[src/rtl/text_layer_pipe.sv]
// -----------------------------------------------------------------------------
// text_layer_pipe
//
// Text-mode pixel pipeline. Turns the scan position into a text RAM address.
// It forwards the returned character code and the cell's pixel row/column to
// the 8x8 character generator. It then blends the generator's 3-bit alpha
// between the cell's foreground and background palette colours, giving one
// RGB444 pixel per clock. Fixed latency is 4 clocks, with no stalls.
//
// Edge timeline for a pixel sampled at edge E0:
//   E0  text RAM address, pixel row/column, active and in_area registered
//   E1  text RAM registers its data; the delay line advances
//   E2  char/fg/bg captured from RAM; row/column driven to the char generator
//   E3  char generator registers alpha; fg/bg/in_area/active delayed
//   E4  blended colour and active flag registered on o_color/o_active
//
// Ports:
//   i_clk         pixel clock, rising edge
//   i_rst         synchronous, active-high reset
//   i_scan_x/y    current scan position (pixels)
//   i_active      scan position is inside active video
//   o_text_addr   text RAM read address (holds outside the text area)
//   i_text_data   text RAM word {bg[15:12], fg[11:8], char[7:0]}, 1-cycle latency
//   o_char        character code to the character generator
//   o_row/column  pixel row/column within the 8x8 cell
//   i_alpha       character generator coverage, 1-cycle latency
//   i_pal_we      palette write strobe
//   i_pal_index   palette entry to write
//   i_pal_data    RGB444 value to write
//   o_color       blended RGB444 pixel
//   o_active      o_color belongs to an active pixel
// -----------------------------------------------------------------------------
module text_layer_pipe #(
  parameter int COLS   = 80,
  parameter int ROWS   = 60,
  parameter int ADDR_W = 13
) (
  input  logic              i_clk,
  input  logic              i_rst,
  input  logic [9:0]        i_scan_x,
  input  logic [9:0]        i_scan_y,
  input  logic              i_active,
  output logic [ADDR_W-1:0] o_text_addr,
  input  logic [15:0]       i_text_data,
  output logic [7:0]        o_char,
  output logic [2:0]        o_row,
  output logic [2:0]        o_column,
  input  logic [2:0]        i_alpha,
  input  logic              i_pal_we,
  input  logic [3:0]        i_pal_index,
  input  logic [11:0]       i_pal_data,
  output logic [11:0]       o_color,
  output logic              o_active
);

  localparam logic [ADDR_W-1:0] COLS_A = ADDR_W'(COLS);

  // Per-pixel bookkeeping carried alongside the RAM read.
  typedef struct packed {
    logic       active;
    logic       in_area;
    logic [2:0] row;
    logic [2:0] col;
  } pos_t;

  // ---------------------------------------------------------------------------
  // Stage 0 combinational: cell coordinates and address
  // ---------------------------------------------------------------------------
  logic [6:0]        cell_x;
  logic [6:0]        cell_y;
  logic              in_area;
  logic [ADDR_W-1:0] cell_addr;

  assign cell_x    = i_scan_x[9:3];
  assign cell_y    = i_scan_y[9:3];
  assign in_area   = (int'(cell_x) < COLS) && (int'(cell_y) < ROWS);
  // Modulo-2**ADDR_W arithmetic gives the truncation for free.
  assign cell_addr = ADDR_W'(cell_y) * COLS_A + ADDR_W'(cell_x);

  // ---------------------------------------------------------------------------
  // Pipeline registers
  // ---------------------------------------------------------------------------
  pos_t       s0;           // after E0
  pos_t       s1;           // after E1
  logic [3:0] s2_fg;        // after E2
  logic [3:0] s2_bg;
  logic       s2_active;
  logic       s2_in_area;
  logic [3:0] s3_fg;        // after E3
  logic [3:0] s3_bg;
  logic       s3_active;
  logic       s3_in_area;

  logic [11:0] palette [16];
  logic [11:0] pixel_color;

  // NOTE: sequential state is written with <= so every register samples the
  // pre-edge value of the others; that is what makes the delay line shift
  // by exactly one stage per clock instead of collapsing.
  always_ff @(posedge i_clk) begin
    if (i_rst) begin
      o_text_addr <= '0;
      s0          <= '0;
      s1          <= '0;
      o_char      <= '0;
      o_row       <= '0;
      o_column    <= '0;
      s2_fg       <= '0;
      s2_bg       <= '0;
      s2_active   <= 1'b0;
      s2_in_area  <= 1'b0;
      s3_fg       <= '0;
      s3_bg       <= '0;
      s3_active   <= 1'b0;
      s3_in_area  <= 1'b0;
      o_color     <= '0;
      o_active    <= 1'b0;
    end else begin
      // E0: address only moves inside the text area to avoid RAM toggling.
      if (in_area) begin
        o_text_addr <= cell_addr;
      end
      s0.active  <= i_active;
      s0.in_area <= in_area;
      s0.row     <= i_scan_y[2:0];
      s0.col     <= i_scan_x[2:0];

      // E1: RAM is busy; just advance the delay line.
      s1 <= s0;

      // E2: capture the RAM word; blank cells become char 0 with palette[0].
      if (s1.active && s1.in_area) begin
        o_char <= i_text_data[7:0];
        s2_fg  <= i_text_data[11:8];
        s2_bg  <= i_text_data[15:12];
      end else begin
        o_char <= 8'h00;
        s2_fg  <= 4'd0;
        s2_bg  <= 4'd0;
      end
      o_row      <= s1.row;
      o_column   <= s1.col;
      s2_active  <= s1.active;
      s2_in_area <= s1.in_area;

      // E3: wait for the character generator's alpha.
      s3_fg      <= s2_fg;
      s3_bg      <= s2_bg;
      s3_active  <= s2_active;
      s3_in_area <= s2_in_area;

      // E4: publish the pixel.
      o_color  <= pixel_color;
      o_active <= s3_active;
    end
  end

  // ---------------------------------------------------------------------------
  // Palette: 16 RGB444 registers, grayscale ramp after reset
  // ---------------------------------------------------------------------------
  // NOTE: the palette is a small register file, not a RAM, so it can and must
  // be reset; a reset value also wins over a write arriving on the same edge.
  always_ff @(posedge i_clk) begin
    if (i_rst) begin
      for (int i = 0; i < 16; i++) begin
        palette[i] <= {4'(i), 4'(i), 4'(i)};
      end
    end else if (i_pal_we) begin
      palette[i_pal_index] <= i_pal_data;
    end
  end

  // ---------------------------------------------------------------------------
  // Blend
  // ---------------------------------------------------------------------------
  // One 4-bit channel: (f*w + b*(8-w)) >> 3. Peak is 15*8 = 120, so 7 bits.
  function automatic logic [3:0] blend_ch(input logic [3:0] f,
                                          input logic [3:0] b,
                                          input logic [3:0] w);
    logic [6:0] acc;
    acc = 7'(f) * 7'(w) + 7'(b) * 7'(4'd8 - w);
    return acc[6:3];
  endfunction

  logic [3:0]  weight;
  logic [11:0] fg_rgb;
  logic [11:0] bg_rgb;

  // NOTE: every signal written in this block gets a default first, so no
  // path through the if/else can leave it unassigned and infer a latch.
  always_comb begin
    pixel_color = 12'h000;
    // Alpha 7 means full foreground; remap it so the weights span 0..8.
    weight      = (i_alpha == 3'd7) ? 4'd8 : {1'b0, i_alpha};
    fg_rgb      = palette[s3_fg];
    bg_rgb      = palette[s3_bg];
    if (s3_active) begin
      if (!s3_in_area) begin
        pixel_color = palette[0];
      end else begin
        pixel_color = {blend_ch(fg_rgb[11:8], bg_rgb[11:8], weight),
                       blend_ch(fg_rgb[7:4],  bg_rgb[7:4],  weight),
                       blend_ch(fg_rgb[3:0],  bg_rgb[3:0],  weight)};
      end
    end
  end

endmodule

[config.mk]
export PLATFORM = sky130hd
export DESIGN_NAME = text_layer_pipe
export DESIGN_NICKNAME = d
export VERILOG_FILES = /design/src/rtl/text_layer_pipe.sv
export SDC_FILE = /design/constraint.sdc
export NUM_CORES = 1
export LEC_CHECK = 0
export BUFFER_PORTS_ARGS = -buffer_cell sky130_fd_sc_hd__clkbuf_2
export CORE_ASPECT_RATIO = 1.2
export CORE_MARGIN = 3
export CORE_UTILIZATION = 30
export CTS_BUF_LIST = sky130_fd_sc_hd__clkbuf_4 sky130_fd_sc_hd__clkbuf_8
export DETAILED_ROUTE_END_ITERATION = 8
export PLACE_DENSITY = 0.54
export SKIP_CTS_REPAIR_TIMING = 1
export SLEW_MARGIN = 20
export SYNTH_ARGS = -nofsm -noshare
export SYNTH_HDL_FRONTEND = slang
export SYNTH_SLANG_ARGS = --single-unit
[constraint.sdc]
create_clock -name i_clk -period 9.4 [get_ports i_clk]
set_input_delay 1.88 -clock i_clk [delete_from_list [all_inputs] [get_ports i_clk]]
set_output_delay 1.88 -clock i_clk [all_outputs]
set_load 0.05 [all_outputs]
==> Implementation_results.wiki, run 1 <==
{| class="wikitable"
! Metric !! Value
|-
| Global-route usage over all layers || 16.5%
|-
| Share of post-route cells with drive strength above 1 || 24.4%
|-
| Total negative slack for setup checks || 0 ps
|-
| Net switching power || 879 µW
|-
| Leakage power total || 6.65 nW
|-
| Buffer levels on the longest clock path || 3
|-
| IO Pins || 99
|-
| WP data required || 9850 ps
|-
| Effective utilization at floorplan || 30.5%
|-
| Initial antenna violation count || 2
|-
| Number of buffer cells added on primary ports || 98
|-
| Share of the clock period used by the worst path after layout || 76.8%
|-
| Clock latency reported for the late side of the worst-skew pair || 620 ps
|-
| Total number of H-tree levels || 2
|-
| CP startpoint kind || input port
|-
| Post-route clock skew || 18.5 ps
|-
| First-pass GRT wire length || 70.0 mm
|-
| Dominant cell type by count on the critical path || sky130_fd_sc_hd__fa_1
|-
| Pin count of the biggest net entering global routing || 51
|-
| Number of buffers created by CTS || 47
|-
| Number of enable-type register cells in the synthesized netlist || 192
|-
| Reg clk slew, reported paths || 60 ps
|-
| Cell count after synthesis || 1259
|-
| Clock share of power || 35.9%
|-
| Total grt overflow || 0
|-
| Total count of max-transition violations in the final report || 0
|-
| Delay of the slowest cell on the worst path || 590 ps
|-
| Achievable Freq || 138 MHz
|-
| Commonest register cell after synthesis || sky130_fd_sc_hd__edfxtp_1
|-
| Critical Setup Path Class || in -> reg
|-
| Post-route worst setup slack || 2180 ps
|-
| Maximum fanout along the worst path || 18
|-
| Final worst path period need || 7220 ps
|-
| Share of total power in combinational logic || 19.9%
|-
| Worst slew pin tran || 1040 ps
|-
| Slowest cell on the critical path || sky130_fd_sc_hd__fa_1
|-
| Pre-CTS setup slack || 1560 ps
|-
| Number of hold-slack violations in the final timing report || 0
|-
| Sequential area share after synthesis || 45.3%
|-
| Switching part of the total || 28.7%
|-
| Net count after synthesis || 1429
|-
| Library cell with the largest summed area after synthesis || sky130_fd_sc_hd__edfxtp_1
|-
| Data arrival, critical path || 7670 ps
|-
| Unrepaired setup endpoints after global routing || no
|-
| Via count || 10300
|-
| Initial DRC count || 759
|-
| Critical path capture point type || flop
|-
| Drt drc || 0
|-
| Number of rows in the core area || 92
|-
| Number of vias per cell after detailed routing || 4.96
|-
| Worst max-slew margin expressed relative to the limit || 30.6%
|-
| Proportion of power drawn by flip-flops and latches || 44.2%
|-
| Gpl congestion || 0.839
|-
| Die Wd || 217 µm
|-
| Floorplan die height || 260 µm
|-
| Class of the most critical hold timing path || reg -> reg
|-
| Antenna violation net count after detailed routing || 0
|-
| Placeable core region || 0.0528 mm²
|-
| Proportion of register bits with asynchronous set or reset after synthesis || 0%
|-
| Finish-stage setup viols || 0
|-
| CTS tree || built
|-
| Fraction of post-synthesis cell area in the top cell type by area || 35.8%
|-
| Post-Syn Area per Cell || 12.8 µm²
|-
| Via count of the first global-routing pass || 11100
|-
| Die Outline Area || 0.0565 mm²
|-
| Number of register bits inferred by synthesis || 268
|-
| Post-synth cell types || 59
|-
| Final wirelength || 45.9 mm
|-
| Top cells by area in the synthesized netlist || sky130_fd_sc_hd__edfxtp_1 36%, sky130_fd_sc_hd__mux4_2 15%, sky130_fd_sc_hd__dfxtp_1 9.5%, sky130_fd_sc_hd__fa_1 7.3%, sky130_fd_sc_hd__and2_1 5.1%
|-
| Count of nets after finishing || 1516
|-
| Clock root buffer || sky130_fd_sc_hd__clkbuf_8
|-
| P&R area growth vs syn || 13.2%
|-
| Design internal power || 2.19 mW
|-
| Worst supply voltage drop on vdd || 0.103 mV
|-
| Number of maximum-capacitance constraint violations || 0
|-
| Detailed-router iteration count before antenna repair || 5
|-
| Detailed placement HPWL || 32.0 mm
|-
| CTS sink cnt || 268
|-
| Routed wirelength normalized by instance count || 22.0 µm
|-
| Worst path cell trace || clkbuf_2, a21boi_1, buf_4, inv_1, ha_1, xnor2_1, nand2_1, fa_1, fa_1, inv_1, fa_1, fa_1, inv_1, fa_1, inv_1, ha_1, a21o_1, a21oi_1, xnor2_1, xnor2_1, xnor2_1, a21oi_1
|-
| Mapped cell area || 0.0161 mm²
|-
| P per Cell Area || 168 mW/mm²
|-
| Yosys warning count || 0
|-
| Result of the run || completed
|}
==> state kept, by name, indices dropped and copies added (netlist names), 3 cells and up, named ones only <==
| signal | count |
|---|---|
| s0 | 8 |
| s2_fg | 4 |
| s1 | 8 |
| o_text_addr | 13 |
| o_column | 3 |
| s2_bg | 4 |
| palette | 192 |
| o_char | 8 |
| o_row | 3 |
| o_color | 12 |
==> synth_stat cells (all sizes together) (2+ instances only) <==
master	instances
and3	17
nand4	3
a21oi	15
nand2b	18
ha	52
clkbuf	62
inv	94
and2	130
nor3b	2
mux2i	41
o21a	2
a21boi	3
mux4	107
nor3	7
xnor2	33
xnor3	2
edfxtp	192
a22oi	4
mux2	4
o21ai	15
nand3b	2
xor2	5
nor2	46
a21o	6
nand2	49
o211ai	2
fa	59
nand3	7
or2	20
or3	88
a211oi	7
dfxtp	76
buf	23
a2111oi	2
nor2b	50
==> power by group through the flow <==
stage	clock network [mW]	logic [mW]	registers [mW]
after floorplan	0	0.441	1.39
after global placement	0	0.608	1.38
after detailed placement	0	0.619	1.38
after CTS	1.13	0.622	1.35
after global routing	1.19	0.699	1.36
final	1.10	0.610	1.35
==> kinds of logic (layout without fill, tap and decap cells) <==
group | after synthesis | in the layout | share of synthesized area (%)
adder cells (fa/ha/maj) | 111 | 111 | 11.4
multiplexers | 152 | 152 | 17.8
flip-flops | 268 | 268 | 45.3
AO/OA/AOI/OAI | 64 | 64 | 2.63
other | 0 | 1 | 0
AND/OR/NAND/NOR | 445 | 445 | 15.9
buffers and inverters | 179 | 299 | 4.66
XOR/XNOR | 40 | 40 | 2.35
==> stage by stage <==
| stage | total power, mW | std cells | utilization (%) | instance area, µm² | hold slack, ps |
|---|---|---|---|---|---|
| 6_report | 3.06 | 2085 | 34.5 | 18200 | 434 |
| 5_1_grt | 3.24 | 2084 | 34.5 | 18200 | 448 |
| 4_1_cts | 3.11 | 2084 | 34.5 | 18200 | 438 |
| 3_5_place_dp | 2.00 | 2002 | 32.7 | 17300 | 424 |
| 3_3_place_gp | 1.98 | 2002 | 32.7 | 17300 | 417 |
| 2_1_floorplan | 1.83 | 1259 | - | 16100 | 414 |
==> cells in the final DEF (no fill, tap or decap), types with 50 or more instances in the layout <==
master | netlist | layout
sky130_fd_sc_hd__edfxtp_1 | 192 | 192
sky130_fd_sc_hd__and2_1 | 130 | 130
sky130_fd_sc_hd__mux4_2 | 105 | 105
sky130_fd_sc_hd__clkbuf_2 | 0 | 98
sky130_fd_sc_hd__inv_1 | 94 | 94
sky130_fd_sc_hd__or3_1 | 88 | 88
sky130_fd_sc_hd__dfxtp_1 | 76 | 72
sky130_fd_sc_hd__fa_1 | 59 | 59
sky130_fd_sc_hd__ha_1 | 52 | 52
sky130_fd_sc_hd__clkbuf_8 | 0 | 51
sky130_fd_sc_hd__nor2b_1 | 50 | 50
==> per-layer routing <==
layer | GRT usage (%) | wire length [µm] | vias up | part of all wire (%)
li1 | - | - | 4677 | -
met1 | 20.5 | 18700 | 5303 | 41
met2 | 28.8 | 23400 | 282 | 51
met3 | 3.28 | 2650 | 68 | 5.8
met4 | 5.38 | 1130 | 2 | 2.5
met5 | 0 | 13 | - | 0.028
==> worst max-delay path, delay by kind of cell <==
| family | cells | cell delay (ps) |
|---|---|---|
| simple gates | 1 | 140 |
| compound gates | 4 | 610 |
| fa+ha+maj | 7 | 3290 |
| buf+inv | 6 | 720 |
| xor+xnor | 4 | 1010 |
==> area by class of cell <==
cell class,count,area (µm²)
fill,5201,34600
sequential,268,7300
antenna,1,2.50
multi-input combinational,812,8070
clock buffer,67,822
clock inverter,15,120
timing repair buffer,123,678
tap,705,882
inverter,94,353
==> final timing paths <==
| check | slack, ps | endpoint | cells past startpoint | start |
|---|---|---|---|---|
| max | 2180 | o_color[3] | 22 | i_alpha[1] |
| max reg2reg | 2630 | o_color[7] | 19 | flop |
| min reg2reg | 430 | s1[7] | 1 | s0[7] |
| min | 430 | s1[7] | 1 | s0[7] |
No activity file was read; power rests on OpenSTA's default activity.
==> inputs of run 2 (changes only) <==
- clock period: 9.4 -> 6.75 ns (I/O delays scaled with it)
==> run 2 against run 1 <==
Compared with the run above:
- critical path depth down 2
- sequential share of layout area fell by 0.44 points
- register-to-register slack worse by 2100 ps
- flip-flop and latch count is the same
- hold slack worse by 5.3 ps
- via count increased by 1.6%
- cell area grew 1.1%
- clock power rose by 40%
- utilization rose by 0.38 points
- global-route usage hardly changed
- setup slack got worse by 1700 ps
- die area did not move
- critical path type is now reg -> reg
==> Implementation_results.wiki, run 2 (same netlist as run 1, synthesis figures left out) <==
{| class="wikitable"
! Metric !! Value
|-
| WP data required || 7320 ps
|-
| Detailed-router iteration count before antenna repair || 6
|-
| Routed wirelength normalized by instance count || 22.1 µm
|-
| Critical Setup Path Class || reg -> reg
|-
| First-pass GRT wire length || 69.6 mm
|-
| Detailed placement HPWL || 33.2 mm
|-
| Buffer levels on the longest clock path || 3
|-
| Number of vias per cell after detailed routing || 4.98
|-
| CTS tree || built
|-
| Die Wd || 217 µm
|-
| Leading cell type in the layout, fill and taps excluded || sky130_fd_sc_hd__edfxtp_1
|-
| Initial antenna violation count || 3
|-
| Achievable Freq || 160 MHz
|-
| Number of maximum-capacitance constraint violations || 0
|-
| CTS sink cnt || 268
|-
| Number of hold-slack violations in the final timing report || 0
|-
| P&R area growth vs syn || 14.5%
|-
| Post-route clock skew || 20.9 ps
|-
| Number of rows in the core area || 92
|-
| Worst supply voltage drop on vdd || 0.170 mV
|-
| Effective utilization at floorplan || 30.5%
|-
| Non-Filler Instances || 2107
|-
| Number of cells on the worst hold path || 1
|-
| Class of the most critical hold timing path || reg -> reg
|-
| Global-route usage over all layers || 16.5%
|-
| CP startpoint kind || flop
|-
| Commonest cells after routing, fill and taps aside || 192 x sky130_fd_sc_hd__edfxtp_1, 130 x sky130_fd_sc_hd__and2_1, 105 x sky130_fd_sc_hd__mux4_2, 98 x sky130_fd_sc_hd__clkbuf_2, 94 x sky130_fd_sc_hd__inv_1
|-
| Die Outline Area || 0.0565 mm²
|-
| Number of flip-flops in the largest register || 192
|-
| Clock root buffer || sky130_fd_sc_hd__clkbuf_8
|-
| Pin count of the biggest net entering global routing || 60
|-
| Number of buffer cells added on primary ports || 98
|-
| Via count || 10500
|-
| Final standard cell area without fillers || 0.0184 mm²
|-
| Share of the clock period used by the worst path after layout || 92.7%
|-
| Placed Instances || 2022
|-
| Data arrival, critical path || 6820 ps
|-
| Count of nets after finishing || 1536
|-
| Placed standard-cell area || 0.0175 mm²
|-
| Final wirelength || 46.5 mm
|-
| Share of post-route cells with drive strength above 1 || 25.7%
|-
| Total grt overflow || 0
|-
| Result of the run || completed
|-
| Finish-stage setup viols || 0
|-
| Total number of H-tree levels || 2
|-
| Total count of max-transition violations in the final report || 0
|-
| Initial DRC count || 774
|-
| Length in cells of the worst reg-to-reg path || 20
|-
| Final worst path period need || 6260 ps
|-
| Maximum fanout along the worst path || 17
|-
| Floorplan die height || 260 µm
|-
| Reg clk slew, reported paths || 60 ps
|-
| Worst slew pin tran || 1090 ps
|-
| Via count of the first global-routing pass || 11000
|-
| Clock latency reported for the late side of the worst-skew pair || 630 ps
|-
| Worst R2R Setup Slack || 490 ps
|-
| Gpl congestion || 0.832
|-
| Drt drc || 0
|-
| Total negative slack for setup checks || 0 ps
|-
| Number of buffers created by CTS || 47
|-
| Worst max-slew margin expressed relative to the limit || 26.7%
|-
| Antenna violation net count after detailed routing || 0
|-
| P per Cell Area || 233 mW/mm²
|-
| Placeable core region || 0.0528 mm²
|-
| Leakage power total || 6.77 nW
|-
| Largest register by flop count || palette
|-
| IO Pins || 99
|-
| Critical path capture point type || flop
|-
| Largest registers ranked by flip-flop count || palette: 192 flops, o_text_addr: 13 flops, o_color: 12 flops
|-
| Unrepaired setup endpoints after global routing || no
|-
| Utilization of the core after routing || 34.9%
|}
-- run 2: changes by cell type in the layout (fill, tap and decap cells not counted), moves of 2 or more --
cell	before	now
sky130_fd_sc_hd__buf_4	25	42
sky130_fd_sc_hd__buf_12	0	3
sky130_fd_sc_hd__clkinv_1	6	8
sky130_fd_sc_hd__clkinvlp_4	2	0
sky130_fd_sc_hd__inv_8	0	2
-- run 2: worst paths after layout --
| path | start | endpoint |
|---|---|---|
| min reg2reg | s2_fg[0] | flop |
| min | s2_fg[0] | flop |
| max | flop | o_color[7] |
| max reg2reg | flop | o_color[7] |
-- run 2: area by class of cell --
class                           instances  area (µm²)
Multi-Input combinational cell        812        8080
Fill cell                            5186       34400
Tap cell                              705         882
Inverter                               94         353
Antenna cell                            1        2.50
Clock buffer                           66         815
Sequential cell                       268        7300
Clock inverter                         18         133
Timing Repair Buffer                  143         866
-- run 2: through the flow --
stage	hold WS, ps	worst slack, ps	power [mW]
final	428	494	4.29
after global routing	452	61.8	4.51
after CTS	436	388	4.35
after detailed placement	425	103	2.79
after global placement	418	278	2.77
after floorplan	414	37.7	2.54
-- run 2: layer usage --
metal | vias to the layer above | GRT usage (%) | wire [µm]
li1 | 4729 | - | -
met1 | 5326 | 20.2 | 18600
met2 | 348 | 28.4 | 23200
met3 | 97 | 3.54 | 2830
met4 | 2 | 6.78 | 1880
met5 | - | 0 | 13
-- run 2: power breakdown --
part,internal (mW),switching (mW),leakage [nW],total (mW)
sequential,1.84,0.0431,2.50,1.89
combinational,0.380,0.486,3.76,0.867
clock,0.825,0.712,0.505,1.54
total,3.05,1.24,6.77,4.29
-- run 2: worst max-delay path, stage by stage (launching register included) --
cell and delay [ps]:
sky130_fd_sc_hd__dfxtp_4 620, sky130_fd_sc_hd__buf_12 250, sky130_fd_sc_hd__buf_4 310, sky130_fd_sc_hd__mux4_2 280
sky130_fd_sc_hd__mux2i_1 70, sky130_fd_sc_hd__mux2_2 420, sky130_fd_sc_hd__or4_1 450, sky130_fd_sc_hd__fa_1 490
sky130_fd_sc_hd__fa_1 550, sky130_fd_sc_hd__inv_1 60, sky130_fd_sc_hd__fa_1 530, sky130_fd_sc_hd__inv_1 50
sky130_fd_sc_hd__fa_1 520, sky130_fd_sc_hd__fa_1 480, sky130_fd_sc_hd__inv_1 80, sky130_fd_sc_hd__a21o_1 100
sky130_fd_sc_hd__a21oi_1 70, sky130_fd_sc_hd__xnor2_1 200, sky130_fd_sc_hd__xnor2_1 180, sky130_fd_sc_hd__xnor3_1 340
sky130_fd_sc_hd__a21oi_1 130
